<file path="src/rtl/ew_pkg.sv">
// Shared types for the EW decision controller and link action executor.
package ew_pkg;

  // Controller state codes published by the decision controller.
  typedef enum logic [2:0] {
    CtrlMonitor  = 3'd0,
    CtrlValidate = 3'd1,
    CtrlJammed   = 3'd2,
    CtrlBlackout = 3'd3,
    CtrlRecovery = 3'd4
  } ctrl_state_e;

  typedef enum logic [2:0] {
    StRecover,
    StActive,
    StMute,
    StTune,
    StSettle,
    StAnnounce,
    StIsolate
  } exec_state_e;

  localparam int unsigned ChanWidth   = 2;
  localparam int unsigned HopSeqWidth = 6;
  localparam int unsigned BeaconWidth = HopSeqWidth + ChanWidth;

  // Codes 5-7 behave as MONITOR, so only VALIDATE/RECOVERY/BLACKOUT block a hop.
  function automatic logic hop_allowed(logic [2:0] st);
    return !(st == CtrlValidate || st == CtrlRecovery || st == CtrlBlackout);
  endfunction

endpackage

</file>
<file path="src/rtl/ew_timer.sv">
// Loadable down-counter shared by the executor's guard, settle, timeout and recover phases.
module ew_timer #(
  parameter int unsigned CntWidth   = 8,
  parameter int unsigned ResetValue = 0
) (
  input  logic                clk,
  input  logic                reset,
  input  logic                load,
  input  logic [CntWidth-1:0] load_value,
  output logic                done
);

  logic [CntWidth-1:0] cnt_q;

  always_ff @(posedge clk or posedge reset) begin
    if (reset) begin
      cnt_q <= CntWidth'(ResetValue);
    end else if (load) begin
      cnt_q <= load_value;
    end else if (cnt_q != '0) begin
      cnt_q <= cnt_q - 1'b1;
    end
  end

  assign done = (cnt_q == '0);

endmodule

</file>
<file path="src/rtl/link_action_executor.sv">
// Executes controller channel/isolation decisions as guarded hop sequences on the RF front end.
// Optional hop beacon (ANNOUNCE state, hop_seq) enabled by defining HOP_ANNOUNCE_EN.
module link_action_executor
  import ew_pkg::*;
#(
  parameter int unsigned GUARD_CYCLES   = 4,
  parameter int unsigned SETTLE_CYCLES  = 16,
  parameter int unsigned TUNE_TIMEOUT   = 64,
  parameter int unsigned RECOVER_CYCLES = 8
) (
  input  logic                   clk,
  input  logic                   reset,
  input  logic [2:0]             fsm_state,
  input  logic [ChanWidth-1:0]   channel_sel,
  input  logic                   synth_ack,
  input  logic                   beacon_ready,
  output logic                   synth_req,
  output logic [ChanWidth-1:0]   synth_ch,
  output logic                   tx_enable,
  output logic                   rx_isolate,
  output logic [ChanWidth-1:0]   active_channel,
  output logic                   beacon_valid,
  output logic [BeaconWidth-1:0] beacon_data,
  output logic                   exec_busy,
  output logic                   tune_fault
);

  localparam int unsigned MaxGs    = (GUARD_CYCLES > SETTLE_CYCLES) ? GUARD_CYCLES : SETTLE_CYCLES;
  localparam int unsigned MaxTr    = (TUNE_TIMEOUT > RECOVER_CYCLES) ? TUNE_TIMEOUT : RECOVER_CYCLES;
  localparam int unsigned MaxCyc   = (MaxGs > MaxTr) ? MaxGs : MaxTr;
  localparam int unsigned CntWidth = $clog2(MaxCyc + 1);

  // Loads taken on an edge use N-1 so the phase ends exactly N edges later.
  localparam logic [CntWidth-1:0] GuardLoad   = CntWidth'(GUARD_CYCLES - 1);
  localparam logic [CntWidth-1:0] SettleLoad  = CntWidth'(SETTLE_CYCLES - 1);
  localparam logic [CntWidth-1:0] TimeoutLoad = CntWidth'(TUNE_TIMEOUT - 1);
  localparam logic [CntWidth-1:0] RecoverLoad = CntWidth'(RECOVER_CYCLES - 1);

  exec_state_e          state_q, state_d;
  logic                 tx_enable_q, tx_enable_d;
  logic                 rx_isolate_q, rx_isolate_d;
  logic                 synth_req_q, synth_req_d;
  logic [ChanWidth-1:0] synth_ch_q, synth_ch_d;
  logic [ChanWidth-1:0] active_q, active_d;
  logic [ChanWidth-1:0] target_q, target_d;
  logic                 fault_q, fault_d;
  logic                 blk_pend_q, blk_pend_d;
  logic                 busy_q;
  logic                 to_isolate;
  logic                 tmr_load;
  logic [CntWidth-1:0]  tmr_value;
  logic                 tmr_done;
  logic                 blackout;

`ifdef HOP_ANNOUNCE_EN
  logic                   bvalid_q, bvalid_d;
  logic [BeaconWidth-1:0] bdata_q, bdata_d;
  logic [HopSeqWidth-1:0] hop_seq_q, hop_seq_d;
`endif

  assign blackout = (fsm_state == CtrlBlackout);

  ew_timer #(
    .CntWidth   (CntWidth),
    .ResetValue (RECOVER_CYCLES)
  ) u_timer (
    .clk        (clk),
    .reset      (reset),
    .load       (tmr_load),
    .load_value (tmr_value),
    .done       (tmr_done)
  );

  always_comb begin
    state_d      = state_q;
    tx_enable_d  = tx_enable_q;
    rx_isolate_d = rx_isolate_q;
    synth_req_d  = synth_req_q;
    synth_ch_d   = synth_ch_q;
    active_d     = active_q;
    target_d     = target_q;
    fault_d      = fault_q;
    blk_pend_d   = blk_pend_q;
    to_isolate   = 1'b0;
    tmr_load     = 1'b0;
    tmr_value    = '0;
`ifdef HOP_ANNOUNCE_EN
    bvalid_d     = bvalid_q;
    bdata_d      = bdata_q;
    hop_seq_d    = hop_seq_q;
`endif
    unique case (state_q)
      StRecover: begin
        if (tmr_done) begin
          state_d     = StActive;
          tx_enable_d = 1'b1;
        end
      end
      StActive: begin
        if (blackout) begin
          to_isolate = 1'b1;
        end else if (hop_allowed(fsm_state) && channel_sel != active_q) begin
          target_d    = channel_sel;
          state_d     = StMute;
          tx_enable_d = 1'b0;
          tmr_load    = 1'b1;
          tmr_value   = GuardLoad;
        end
      end
      StMute: begin
        if (blackout) begin
          to_isolate = 1'b1;
        end else if (tmr_done) begin
          state_d     = StTune;
          synth_req_d = 1'b1;
          synth_ch_d  = target_q;
          blk_pend_d  = 1'b0;
          tmr_load    = 1'b1;
          tmr_value   = TimeoutLoad;
        end
      end
      StTune: begin
        // Blackout is remembered but not acted on until the handshake closes.
        if (blackout) blk_pend_d = 1'b1;
        if (synth_ack) begin
          synth_req_d = 1'b0;
          active_d    = target_q;
          if (blk_pend_q || blackout) begin
            to_isolate = 1'b1;
          end else begin
            state_d   = StSettle;
            tmr_load  = 1'b1;
            tmr_value = SettleLoad;
          end
        end else if (tmr_done) begin
          synth_req_d = 1'b0;
          fault_d     = 1'b1;
          if (blk_pend_q || blackout) begin
            to_isolate = 1'b1;
          end else begin
            state_d     = StActive;
            tx_enable_d = 1'b1;
          end
        end
      end
      StSettle: begin
        if (blackout) begin
          to_isolate = 1'b1;
        end else if (tmr_done) begin
          tx_enable_d = 1'b1;
`ifdef HOP_ANNOUNCE_EN
          state_d  = StAnnounce;
          bvalid_d = 1'b1;
          bdata_d  = {hop_seq_q, active_q};
`else
          state_d  = StActive;
`endif
        end
      end
`ifdef HOP_ANNOUNCE_EN
      StAnnounce: begin
        if (blackout) begin
          to_isolate = 1'b1;
        end else if (beacon_ready) begin
          bvalid_d  = 1'b0;
          hop_seq_d = hop_seq_q + 1'b1;
          state_d   = StActive;
        end
      end
`endif
      StIsolate: begin
        if (!blackout) begin
          state_d      = StRecover;
          rx_isolate_d = 1'b0;
          tmr_load     = 1'b1;
          tmr_value    = RecoverLoad;
        end
      end
      default: begin
        state_d   = StRecover;
        tmr_load  = 1'b1;
        tmr_value = RecoverLoad;
      end
    endcase

    if (to_isolate) begin
      state_d      = StIsolate;
      tx_enable_d  = 1'b0;
      rx_isolate_d = 1'b1;
      blk_pend_d   = 1'b0;
`ifdef HOP_ANNOUNCE_EN
      bvalid_d     = 1'b0;
`endif
    end
  end

  always_ff @(posedge clk or posedge reset) begin
    if (reset) begin
      state_q      <= StRecover;
      tx_enable_q  <= 1'b0;
      rx_isolate_q <= 1'b0;
      synth_req_q  <= 1'b0;
      synth_ch_q   <= '0;
      active_q     <= '0;
      target_q     <= '0;
      fault_q      <= 1'b0;
      blk_pend_q   <= 1'b0;
      busy_q       <= 1'b0;
    end else begin
      state_q      <= state_d;
      tx_enable_q  <= tx_enable_d;
      rx_isolate_q <= rx_isolate_d;
      synth_req_q  <= synth_req_d;
      synth_ch_q   <= synth_ch_d;
      active_q     <= active_d;
      target_q     <= target_d;
      fault_q      <= fault_d;
      blk_pend_q   <= blk_pend_d;
      busy_q       <= (state_d != StActive);
    end
  end

`ifdef HOP_ANNOUNCE_EN
  always_ff @(posedge clk or posedge reset) begin
    if (reset) begin
      bvalid_q  <= 1'b0;
      bdata_q   <= '0;
      hop_seq_q <= '0;
    end else begin
      bvalid_q  <= bvalid_d;
      bdata_q   <= bdata_d;
      hop_seq_q <= hop_seq_d;
    end
  end

  assign beacon_valid = bvalid_q;
  assign beacon_data  = bdata_q;
`else
  logic unused_beacon_ready;
  assign unused_beacon_ready = beacon_ready;
  assign beacon_valid        = 1'b0;
  assign beacon_data         = '0;
`endif

  assign synth_req      = synth_req_q;
  assign synth_ch       = synth_ch_q;
  assign tx_enable      = tx_enable_q;
  assign rx_isolate     = rx_isolate_q;
  assign active_channel = active_q;
  assign exec_busy      = busy_q;
  assign tune_fault     = fault_q;

endmodule

</file>
<file path="config.mk">
export PLATFORM = sky130hd
export DESIGN_NAME = link_action_executor
export DESIGN_NICKNAME = d
export VERILOG_FILES = /design/src/rtl/ew_pkg.sv /design/src/rtl/ew_timer.sv /design/src/rtl/link_action_executor.sv
export SDC_FILE = /design/constraint.sdc
export NUM_CORES = 1
export LEC_CHECK = 0
export ABC_CLOCK_PERIOD_IN_PS = 1900
export CAP_MARGIN = 20
export CORE_MARGIN = 2
export CORE_UTILIZATION = 30
export DETAILED_ROUTE_END_ITERATION = 16
export PLACE_DENSITY = 0.53
export SKIP_LAST_GASP = 1
export SLEW_MARGIN = 10
export SYNTH_ARGS = -nofsm -noshare
export SYNTH_HDL_FRONTEND = slang
export SYNTH_SLANG_ARGS = --single-unit
</file>
<file path="constraint.sdc">
create_clock -name clk -period 1.9 [get_ports clk]
set_input_delay 0.38 -clock clk [delete_from_list [all_inputs] [get_ports clk]]
set_output_delay 0.38 -clock clk [all_outputs]
set_load 0.03 [all_outputs]
</file>
==> flow_summary_export.csv <==
group,metric,value,unit
route,detail-route-antenna-nets,0,
sta,rsz0062_at_grt,"yes",
critical_path,critical_path_class,"reg2reg",
clocking,cts_sinks,22,
clocking,cts_buffers,3,
power,p_per_area,1481,nW/µm²
sta,setup_slack,71.14,ps
sta,fin_crit,1829,ps
critical_path,startpoint_type,"register",
sta,setup_tns,0,ps
cells_and_area,antenna_cells,0,
route,route.detailed.drc,0,
logic_synthesis,ys.warnings.count,0,
power,ir_worst_vdd,671.1,µV
critical_path,path_max_fanout,4,
floorplan,start_util,0.3141,
logic_synthesis,post_synth.cell_area_avg,9.695,µm²
floorplan,die_y,71.98,µm
floorplan,io_pins,27,
cells_and_area,stdcell_count,240,
logic_synthesis,ys_top_cells_by_area,"dfrtp_1, buf_4, a21oi_1, mux2_1, nand2_1",
placed_design,numPortBuffers,16,
grt,grt_overflow,0,
flow_run,maxCapViolations,0,
route,num_vias,1209,
cells_and_area,area_delta_synth_final,35.56,%
clocking,postCtsHoldBufs,0,
floorplan,die_area,5181,µm²
route,viasPerCell,5.038,
critical_path,ff2ff_setup_slack,70,ps
logic_synthesis,synthXorXnorAreaFrac,0.03791,
placed_design,placed_cells,232,
floorplan,die_w,71.98,µm
clocking,cts_buffer_depth,2,
placed_design,placed_area,1750,µm²
power,power_leakage,0.8881,nW
sta,period_share,0.9626,
grt,grt_pass1_wl,5851,µm
route,first_pass_iters,4,
sta,finClkSkew,1.573,ps
clocking,htreeDepth,1,
cells_and_area,post_route_cells_drive_above_1_share,0.2979,
route,routedWlPerCell,13.79,µm
clocking,cts_tree,"built",
logic_synthesis,synth_seq_cells,22,
grt,grt_max_degree,23,
placed_design,hpwl,2579,µm
sta,setup_viol,0,
grt,grt_pass1_vias,1234,
cells_and_area,layout.nets,199,
clocking,clk_pin_slew,90,ps
logic_synthesis,synth_edf_count,0,
critical_path,worstPathArrival,1980,ps
sta,fmax,546.8,MHz
critical_path,regToRegEndpoint,"synth_ch[1]$_DFFE_PP0P_",
logic_synthesis,synth.largest_area_cell,"dfrtp_1",
cells_and_area,num-fill-cells,432,
route,routed_wl,3310,µm
logic_synthesis,synth_compound_area_frac,0.2175,
run_status,status,"complete, no violations",
floorplan,row_count,24,
route,drtIter0Drc,25,
logic_synthesis,ys_seq_area_frac,0.3980,
clocking,root_buffer,"clkbuf_8",
clocking,insertion_delay,260,ps
logic_synthesis,yosysTopAreaCellShare,0.3791,
logic_synthesis,synth_top_family_by_area,"compound AO/OA/AOI/OAI gates",
logic_synthesis,synth_adder_area_share,0.009025,
grt,grt_antenna_before_repair,0,
floorplan,core_area,4414,µm²
logic_synthesis,syn_area,1386,µm²
sta,hold_viol_final,0,
worst_hold_path,hold_path.class,"in2async",
critical_path,rr_startpoint,"u_timer.cnt_q[0]$_DFFE_PP0P_",
grt,grtUsageTotal,0.1436,
logic_synthesis,muxShareOfSynthArea,0.05686,
sta,finalMaxSlewViolations,0,
critical_path,required,2050,ps
logic_synthesis,synthCells,143,
placed_design,gp_congestion,0.8813,
placed_design,dp_slack,-276.8,ps
logic_synthesis,synth-main-ff-cell,"dfrtp_1",
cells_and_area,final_cell_area,1879,µm²
critical_path,ff2ff_path_depth,7,
logic_synthesis,postSynth.asyncResetShare,1.000,
logic_synthesis,yosysUniqueCellTypes,52,
logic_synthesis,synthSimpleGateAreaFrac,0.1940,
critical_path,cp-end-kind,"register",
power by group:
group,leakage (nW),switching (mW),internal [mW]
registers,0.275,0.179,0.669
clock network,0.0357,0.164,0.281
logic,0.577,0.767,0.722
area by class of cell:
class                           count  area (µm²)  area share
Timing Repair Buffer               46       390.4      0.2077
Clock buffer                        3       41.29     0.02197
Clock inverter                      1       30.03     0.01598
Sequential cell                    22       551.8      0.2936
Inverter                            8       30.03     0.01598
Tap cell                           52       65.06     0.03462
Multi-Input combinational cell    108       770.7      0.4101
how the worst max path moves through the flow:
stage / start / endpoint / slack [ps] / cells after the start
2_1_floorplan: u_timer.cnt_q[0]$_DFFE_PP0P_ / synth_ch[0]$_DFFE_PP0P_ / 20 / 7
3_3_place_gp: fsm_state[2] / exec_busy$_DFF_PP0_ / -220 / 7
3_5_place_dp: channel_sel[1] / target_q[0]$_DFFE_PP0P_ / -280 / 5
4_1_cts: channel_sel[1] / target_q[0]$_DFFE_PP0P_ / 10 / 5
5_1_grt: u_timer.cnt_q[0]$_DFFE_PP0P_ / u_timer.cnt_q[5]$_DFFE_PP0P_ / -7 / 8
6_report: u_timer.cnt_q[0]$_DFFE_PP0P_ / synth_ch[1]$_DFFE_PP0P_ / 70 / 7
logic make-up after synthesis:
logic type | Yosys count
AO/OA/AOI/OAI | 42
adder cells (fa/ha/maj) | 1
AND/OR/NAND/NOR | 43
buffers and inverters | 21
XOR/XNOR | 6
other | 1
flip-flops | 22
multiplexers | 7
sequential cells by signal, summed over array words and instances, names as in the netlist:
register / cells
active_channel: 2
blk_pend_q: 1
exec_busy: 1
rx_isolate: 1
state_q: 3
synth_ch: 2
synth_req: 1
target_q: 2
tune_fault: 1
tx_enable: 1
u_timer.cnt_q: 7
timing repair:
item / CTS / global route
resized for setup: 2 / 7
endpoints found under the hold margin: 0 / 0
endpoints found under the setup margin: 5 / 15
setup buffers: 2 / 2
pin swaps: 2 / 2
cells in the mapped netlist (all sizes together) (2+ instances only):
library cell / instances
dfrtp: 21
nand2: 13
buf: 12
a21oi: 10
nor2: 10
inv: 8
o21ai: 8
mux2: 7
nor3: 5
xor2: 5
a21o: 3
a31oi: 3
nand2b: 3
o211ai: 3
a21boi: 2
nand3b: 2
nor2b: 2
o21bai: 2
or3: 2
or3b: 2
layer usage:
metal,part of all wire,global-route usage,vias to the layer above
met1,0.43,0.1747,593
met5,0,0,-
li1,-,-,589
met3,0.030,0.02083,2
met4,0.0057,0.03774,0
met2,0.53,0.2644,25
cells in the final DEF, fill, tap and decap left out, types with 2 or more instances in the layout:
cell type,n
nand2_1,12
clkdlybuf4s50_1,14
dlymetal6s2s_1,2
o21ai_0,4
inv_1,6
xor2_1,5
dfrtp_1,21
o21ai_1,4
nor2b_1,2
a21o_1,3
conb_1,9
o211ai_1,2
nand2b_1,3
mux2_1,4
a31oi_1,3
buf_4,30
nor2_1,5
nor2_2,3
inv_2,2
a21oi_1,10
clkbuf_8,3
nor3_1,4
nand3b_1,2
mux2_2,3
o21bai_1,2
per-stage QoR:
| stage | utilization | power (mW) | hold slack, ps |
|---|---|---|---|
| floorplan | - | 1.739 | 368.5 |
| global placement | 0.3965 | 2.219 | 463.1 |
| detailed placement | 0.3965 | 2.255 | 464.6 |
| CTS | 0.4189 | 2.764 | 457.4 |
| global route | 0.4257 | 3.000 | 485.6 |
| finish | 0.4257 | 2.783 | 450.6 |
worst max-delay path: stages (launching register included):
cell     delay, ps
dfrtp_1        400
inv_2           80
ha_4           140
or3b_4         410
nor2_4         140
nand2_4         90
nor2_8         130
mux2_1         330
No activity file was read; power rests on OpenSTA's default activity.
